===== config.mk =====
export PLATFORM = sky130hd
export DESIGN_NAME = mips_mc_control
export DESIGN_NICKNAME = d
export VERILOG_FILES = /design/src/rtl/mips_mc_control.sv
export SDC_FILE = /design/constraint.sdc
export NUM_CORES = 1
export LEC_CHECK = 0
export CAP_MARGIN = 0
export CORE_UTILIZATION = 30
export DETAILED_ROUTE_END_ITERATION = 12
export GPL_TIMING_DRIVEN = 0
export RECOVER_POWER = 25
export SYNTH_ARGS = -nofsm -noshare
export SYNTH_HDL_FRONTEND = slang
export SYNTH_SLANG_ARGS = --single-unit

===== constraint.sdc =====
create_clock -name clk -period 3.78 [get_ports clk]
set_input_delay 0.567 -clock clk [delete_from_list [all_inputs] [get_ports clk]]
set_output_delay 0.567 -clock clk [all_outputs]
set_load 0.05 [all_outputs]

===== src/rtl/mips_mc_control.sv =====
// Main control FSM for the multi-cycle MIPS datapath: fetch/decode/execute/memory/writeback sequencing.
// Optional BNE support is enabled by defining MIPS_MC_BNE_EN.
module mips_mc_control #(
    parameter logic [5:0] OP_RTYPE = 6'h00,
    parameter logic [5:0] OP_LW    = 6'h23,
    parameter logic [5:0] OP_SW    = 6'h2B,
    parameter logic [5:0] OP_BEQ   = 6'h04,
    parameter logic [5:0] OP_ADDI  = 6'h08,
    parameter logic [5:0] OP_J     = 6'h02,
    parameter logic [5:0] OP_BNE   = 6'h05
) (
    input  logic       clk,
    input  logic       reset,
    input  logic [5:0] opcode,
    input  logic       zero,
    output logic       iord,
    output logic       mem_write,
    output logic       ir_write,
    output logic       reg_dst,
    output logic       mem_to_reg,
    output logic       reg_write,
    output logic       alu_src_a,
    output logic [1:0] alu_src_b,
    output logic [1:0] alu_op,
    output logic [1:0] pc_src,
    output logic       pc_en,
    output logic       illegal_op
);

`ifdef MIPS_MC_BNE_EN
    localparam bit BNE_EN = 1'b1;
`else
    localparam bit BNE_EN = 1'b0;
`endif

    typedef enum logic [3:0] {
        S_FETCH, S_DECODE, S_MEMADR, S_MEMRD, S_MEMWB, S_MEMWR,
        S_EXECUTE, S_ALUWB, S_BRANCH, S_ADDIEX, S_ADDIWB, S_JUMP
    } state_t;

    typedef struct packed {
        logic       iord;
        logic       mem_write;
        logic       ir_write;
        logic       reg_dst;
        logic       mem_to_reg;
        logic       reg_write;
        logic       alu_src_a;
        logic [1:0] alu_src_b;
        logic [1:0] alu_op;
        logic [1:0] pc_src;
        logic       pc_en;
    } ctrl_t;

    state_t state;
    ctrl_t  ctrl_q;
    logic   is_bne;
    logic   branch_taken;

    function automatic state_t next_state(input state_t s, input logic [5:0] op);
        state_t n;
        n = S_FETCH;
        case (s)
            S_FETCH:   n = S_DECODE;
            S_DECODE: begin
                if (op == OP_LW || op == OP_SW)      n = S_MEMADR;
                else if (op == OP_RTYPE)             n = S_EXECUTE;
                else if (op == OP_BEQ)               n = S_BRANCH;
                else if (BNE_EN && op == OP_BNE)     n = S_BRANCH;
                else if (op == OP_ADDI)              n = S_ADDIEX;
                else if (op == OP_J)                 n = S_JUMP;
                else                                 n = S_FETCH;
            end
            S_MEMADR:  n = (op == OP_SW) ? S_MEMWR : S_MEMRD;
            S_MEMRD:   n = S_MEMWB;
            S_EXECUTE: n = S_ALUWB;
            S_ADDIEX:  n = S_ADDIWB;
            default:   n = S_FETCH;
        endcase
        return n;
    endfunction

    // Outputs are registered with the state they belong to, so they line up with state exactly.
    function automatic ctrl_t state_ctrl(input state_t s);
        ctrl_t c;
        c = '0;
        case (s)
            S_FETCH: begin
                c.ir_write  = 1'b1;
                c.alu_src_b = 2'b01;
                c.pc_en     = 1'b1;
            end
            S_DECODE:  c.alu_src_b = 2'b11;
            S_MEMADR: begin
                c.alu_src_a = 1'b1;
                c.alu_src_b = 2'b10;
            end
            S_MEMRD:   c.iord = 1'b1;
            S_MEMWB: begin
                c.mem_to_reg = 1'b1;
                c.reg_write  = 1'b1;
            end
            S_MEMWR: begin
                c.iord      = 1'b1;
                c.mem_write = 1'b1;
            end
            S_EXECUTE: begin
                c.alu_src_a = 1'b1;
                c.alu_op    = 2'b10;
            end
            S_ALUWB: begin
                c.reg_dst   = 1'b1;
                c.reg_write = 1'b1;
            end
            S_BRANCH: begin
                c.alu_src_a = 1'b1;
                c.alu_op    = 2'b01;
                c.pc_src    = 2'b01;
            end
            S_ADDIEX: begin
                c.alu_src_a = 1'b1;
                c.alu_src_b = 2'b10;
            end
            S_ADDIWB:  c.reg_write = 1'b1;
            S_JUMP: begin
                c.pc_src = 2'b10;
                c.pc_en  = 1'b1;
            end
            default:   c = '0;
        endcase
        return c;
    endfunction

    always_ff @(posedge clk) begin
        if (reset) begin
            state  <= S_FETCH;
            ctrl_q <= state_ctrl(S_FETCH);
        end else begin
            state  <= next_state(state, opcode);
            ctrl_q <= state_ctrl(next_state(state, opcode));
        end
    end

    assign is_bne       = BNE_EN && (opcode == OP_BNE);
    assign branch_taken = is_bne ? ~zero : zero;

    assign iord       = ctrl_q.iord;
    assign mem_write  = ctrl_q.mem_write;
    assign ir_write   = ctrl_q.ir_write;
    assign reg_dst    = ctrl_q.reg_dst;
    assign mem_to_reg = ctrl_q.mem_to_reg;
    assign reg_write  = ctrl_q.reg_write;
    assign alu_src_a  = ctrl_q.alu_src_a;
    assign alu_src_b  = ctrl_q.alu_src_b;
    assign alu_op     = ctrl_q.alu_op;
    assign pc_src     = ctrl_q.pc_src;
    // Branch resolution and opcode legality depend on live inputs, so they bypass the output register.
    assign pc_en      = ctrl_q.pc_en | ((state == S_BRANCH) & branch_taken);
    assign illegal_op = (state == S_DECODE) &&
                        (next_state(S_DECODE, opcode) == S_FETCH);

endmodule


==> flow_summary.json, run 1 <==
{
  "num_vias": 726,
  "end_kind": "output port",
  "routed_wl_um": 1700,
  "clk_pin_slew_worst_paths_ps": 90,
  "initial_core_util": 0.327,
  "worstPathRequired_ps": 3210,
  "largest-register": "state",
  "finalCriticalPeriod_ps": 3190,
  "dieHeight_um": 54.9,
  "viasPerCell": 5.04,
  "max_stage_delay_ps": 840,
  "fin_nets": 124,
  "whs_path_depth": 1,
  "cp_data_arrival_time_ps": 2630,
  "slew_viol_final": 0,
  "max-slew-margin-rel": 0.418,
  "n_antenna_cell": 0,
  "antenna_found_initial": 0,
  "drc": 0,
  "rows": 18,
  "hold_viol_final": 0,
  "synth.top_cell.area_share": 0.405,
  "syn_nets": 99,
  "crit_family": "buffers and inverters",
  "synth_cell_types": 35,
  "rrSetupSlack_ps": 1950,
  "worstSetupStartpointType": "primary input",
  "cts.path.max_buffers": 2,
  "leakagePower_uw": 0.000443,
  "worstRegToRegCells": 6,
  "fin_skew_ps": 1.08,
  "synth-seq-area-share": 0.405,
  "yosys_warnings": 0,
  "setup_viol": 0,
  "drv_cap": 0,
  "overflow": 0,
  "synthCells": 90,
  "first_pass_iters": 4,
  "syn_avg_cell_area_um2": 9.34,
  "rsz0062_at_grt": "false",
  "grt_pass1_wl_um": 2750,
  "cts_tree": "done",
  "die_w_um": 54.9,
  "drt_iter0_drc": 7,
  "crit_buf_inv": 2,
  "p_per_area_mw_per_mm2": 325,
  "critical_path_class": "in -> out",
  "track_usage": 0.130,
  "status": "finished clean",
  "syn_area_um2": 841,
  "synth-seq-cells": 17,
  "pin_count": 24,
  "htree_levels": 1,
  "post-cts-setup-buffers": 0,
  "cp.depth": 5,
  "hold_class": "reg -> reg",
  "grt_pass1_vias": 633,
  "peakVddDrop_uv": 242,
  "clock-root-buffer": "clkbuf_4",
  "path_max_fanout": 6,
  "largest_reg_flops": 4,
  "dieArea_mm2": 0.00302,
  "port_buffers": 20,
  "antenna_left": 0,
  "clock_sink_count": 17,
  "synth.area.top_cells": "dfxtp_1 (40%), buf_4 (7.1%), o41ai_2 (3.9%), nor4_2 (3.0%), a21o_1 (2.7%)",
  "dp_hpwl_um": 1330,
  "cts_hold_buf": 0,
  "drive_above_1_share": 0.167,
  "worst_pin_slew_ps": 864,
  "cts_made_buffers": 3,
  "grt_max_degree": 11,
  "post-route-period-util": 0.845,
  "cts_resized": 0,
  "place_congestion": 0.711,
  "max_clock_freq_ghz": 0.313,
  "wl_per_cell_um": 11.8,
  "setup_tns_ps": 0,
  "cp_slowest_cell": "clkdlybuf4s50_1",
  "yosysTopAreaCell": "dfxtp_1",
  "clock_latency_ps": 280,
  "path_cells": "dlygate4sd3_1 -> and3_1 -> o21ai_0 -> nor3b_1 -> clkdlybuf4s50_1",
  "core_mm2": 0.00257,
  "area_growth_pct": 29.8,
  "whs_ps": 630
}
-- layer usage --
metal / global-route usage / vias to the layer above / share of wire
li1: - / 372 / -
met1: 0.146 / 337 / 0.46
met2: 0.221 / 15 / 0.48
met3: 0.0574 / 2 / 0.045
met4: 0.0375 / 0 / 0.012
met5: 0 / - / 0
-- final cells by class --
type	count	area (um^2)
Multi-Input combinational cell	59	403
Buffer	11	72.6
Tap cell	30	37.5
Inverter	3	11.3
Timing Repair Buffer	20	200
Fill cell	263	1480
Sequential cell	17	340
Clock buffer	4	26.3
-- cells by family after synthesis --
kind of cell / after synthesis / share of synthesized area
compound gates: 19 / 0.185
xor+xnor: 3 / 0.0313
buf+inv: 14 / 0.0997
flops: 17 / 0.405
simple gates: 37 / 0.280
-- cells in the mapped netlist, drive strengths merged --
master	n
a21o	3
a21oi	3
a41oi	1
and3	3
and3b	1
buf	10
clkbuf	1
dfxtp	17
inv	3
nand2	7
nand2b	1
nand3	3
nand4	2
nor2	6
nor3	4
nor3b	3
nor4	2
nor4b	3
o211a	1
o211ai	1
o21ai	5
o221ai	1
o31a	1
o41ai	3
or3	2
xnor2	2
xor2	1
-- power by group --
group,internal [uW],total [uW],switching [uW]
Combinational,29.4,73.9,44.6
Clock,41.0,92.2,51.2
Sequential,185,188,3.50
Total,255,354,99.3
-- path summary, 6_finish.rpt --
| path | to | startpoint |
|---|---|---|
| worst min-delay path | alu_src_b[0] | state[0] |
| worst min register to register | alu_src_b[0] | state[0] |
| worst max register to register | alu_src_b[0] | state[0] |
| worst max-delay path | illegal_op | opcode[1] |
-- per-stage QoR --
step           instances  power (uW)  utilization  worst slack (ps)  instance area (um^2)
2_1_floorplan         90         244            -              1120                   841
3_3_place_gp         140         267        0.420               781                  1080
3_5_place_dp         140         269        0.420               681                  1080
4_1_cts              144         360        0.430               680                  1100
5_1_grt              144         373        0.425               503                  1090
6_report             144         354        0.425               587                  1090
-- cells in the final DEF (no fill, tap or decap), drive strengths merged, types with 4 or more instances in the layout --
cell type	instances
buf	10
clkdlybuf4s50	15
o21ai	5
dlygate4sd3	5
clkbuf	5
dfxtp	17
nor2	6
nor3	4
nand2	7
Note: power is estimated with default switching activity, not from simulation.
==> run 2: changes to the inputs <==
clock period = 2.9 ns   (was 3.78 ns; I/O delays follow)
==> flow_summary.json, run 2 (synthesized netlist as in run 1, its figures left out) <==
{
  "worst_pin_slew_ps": 864,
  "setup_viol": 0,
  "grt_pass1_wl_um": 2750,
  "max-slew-margin-rel": 0.418,
  "reg2reg_to": "alu_src_b[0]",
  "cts_tree": "done",
  "final_util": 0.426,
  "htree_levels": 1,
  "p_per_area_mw_per_mm2": 422,
  "fin_nets": 124,
  "final_common_cell": "dfxtp_1",
  "viasPerCell": 5.04,
  "cts_hold_buf": 0,
  "dieArea_mm2": 0.00302,
  "largest-register": "state",
  "drt_iter0_drc": 7,
  "post-cts-setup-buffers": 0,
  "clock-root-buffer": "clkbuf_4",
  "clk_pin_slew_worst_paths_ps": 90,
  "whs_ps": 541,
  "grt_max_degree": 11,
  "dp_hpwl_um": 1330,
  "routed_wl_um": 1700,
  "leakagePower_uw": 0.000457,
  "die_w_um": 54.9,
  "final-seq-area_um2": 340,
  "drc": 0,
  "overflow": 0,
  "power.total_uw": 462,
  "cts.path.max_buffers": 2,
  "fin_skew_ps": 1.08,
  "worstPathRequired_ps": 2470,
  "drive_above_1_share": 0.167,
  "final_cell_mix": "dfxtp_1 (17), clkdlybuf4s50_1 (14), buf_4 (8)",
  "n_antenna_cell": 0,
  "cp_data_arrival_time_ps": 2130,
  "finalCriticalPeriod_ps": 2560,
  "whs_endpoint": "state[1]",
  "worstRegToRegCells": 6,
  "dieHeight_um": 54.9,
  "antenna_found_initial": 0,
  "r2r_start": "state[0]",
  "drv_cap": 0,
  "setup_tns_ps": 0,
  "largest_reg_flops": 4,
  "multi_input_area_um2": 403,
  "num_vias": 726,
  "initial_core_util": 0.327,
  "peakVddDrop_uv": 316,
  "rows": 18,
  "hold_class": "in -> reg",
  "wl_per_cell_um": 11.8,
  "place_congestion": 0.711,
  "max_clock_freq_ghz": 0.390,
  "cts_resized": 0,
  "fillers": 263,
  "whs_path_depth": 2,
  "hp-start": "reset",
  "port_buffers": 20,
  "path_max_fanout": 8,
  "grt_pass1_vias": 633,
  "end_kind": "output port",
  "rsz0062_at_grt": "false",
  "worstSetupStartpointType": "flop",
  "hold_viol_final": 0,
  "clock_latency_ps": 280,
  "critical_path_class": "reg -> out",
  "pin_count": 24,
  "rrSetupSlack_ps": 1070,
  "status": "finished clean",
  "area_growth_pct": 30.1,
  "first_pass_iters": 4,
  "cts_made_buffers": 3,
  "clock_sink_count": 17,
  "core_mm2": 0.00257,
  "track_usage": 0.130,
  "post-route-period-util": 0.884,
  "antenna_left": 0,
  "slew_viol_final": 0
}
run 2: cell types whose count changed in the layout (fill, tap and decap cells not counted), sizes merged:
| cell | previous run | this run |
|---|---|---|
| dlymetal6s2s | 0 | 1 |
| clkdlybuf4s50 | 15 | 14 |
run 2: critical path: stages (launching register included):
cell	delay (ps)
dfxtp_1	310
clkbuf_1	270
nor4b_1	320
a21o_1	160
clkdlybuf4s50_1	790
run 2: through the flow:
step | cells | setup slack, ps | area (um^2)
6_report | 144 | 337 | 1090
5_1_grt | 144 | 221 | 1090
4_1_cts | 144 | 63.5 | 1100
3_5_place_dp | 140 | 65.0 | 1080
3_3_place_gp | 140 | 165 | 1080
2_1_floorplan | 90 | 501 | 841
run 2: cell type report:
class | instances | area share
sequential | 17 | 0.311
clock buffer | 4 | 0.0240
buffer | 11 | 0.0664
tap | 30 | 0.0343
timing repair buffer | 20 | 0.185
inverter | 3 | 0.0103
multi-input combinational | 59 | 0.368
run 2: worst max path at each step:
stage	slack, ps	start	to	cells after the start
after detailed placement	60	opcode[1]	illegal_op	5
after CTS	60	opcode[1]	illegal_op	5
after global placement	160	opcode[1]	illegal_op	5
after floorplan	500	opcode[2]	illegal_op	5
after global routing	220	state[3]	pc_en	4
final	340	state[3]	pc_en	4
run 2: layer usage:
layer / GRT usage / up-vias / part of all wire
li1: - / 372 / -
met1: 0.146 / 337 / 0.46
met2: 0.221 / 15 / 0.48
met3: 0.0574 / 2 / 0.045
met4: 0.0375 / 0 / 0.012
met5: 0 / - / 0
run 2: report_power, final:
part           switching (uW)  total (uW)  internal [uW]
Combinational            58.0        96.2           38.1
Sequential               4.57         245            241
Clock                    66.8         120           53.5
Total                     129         462            332
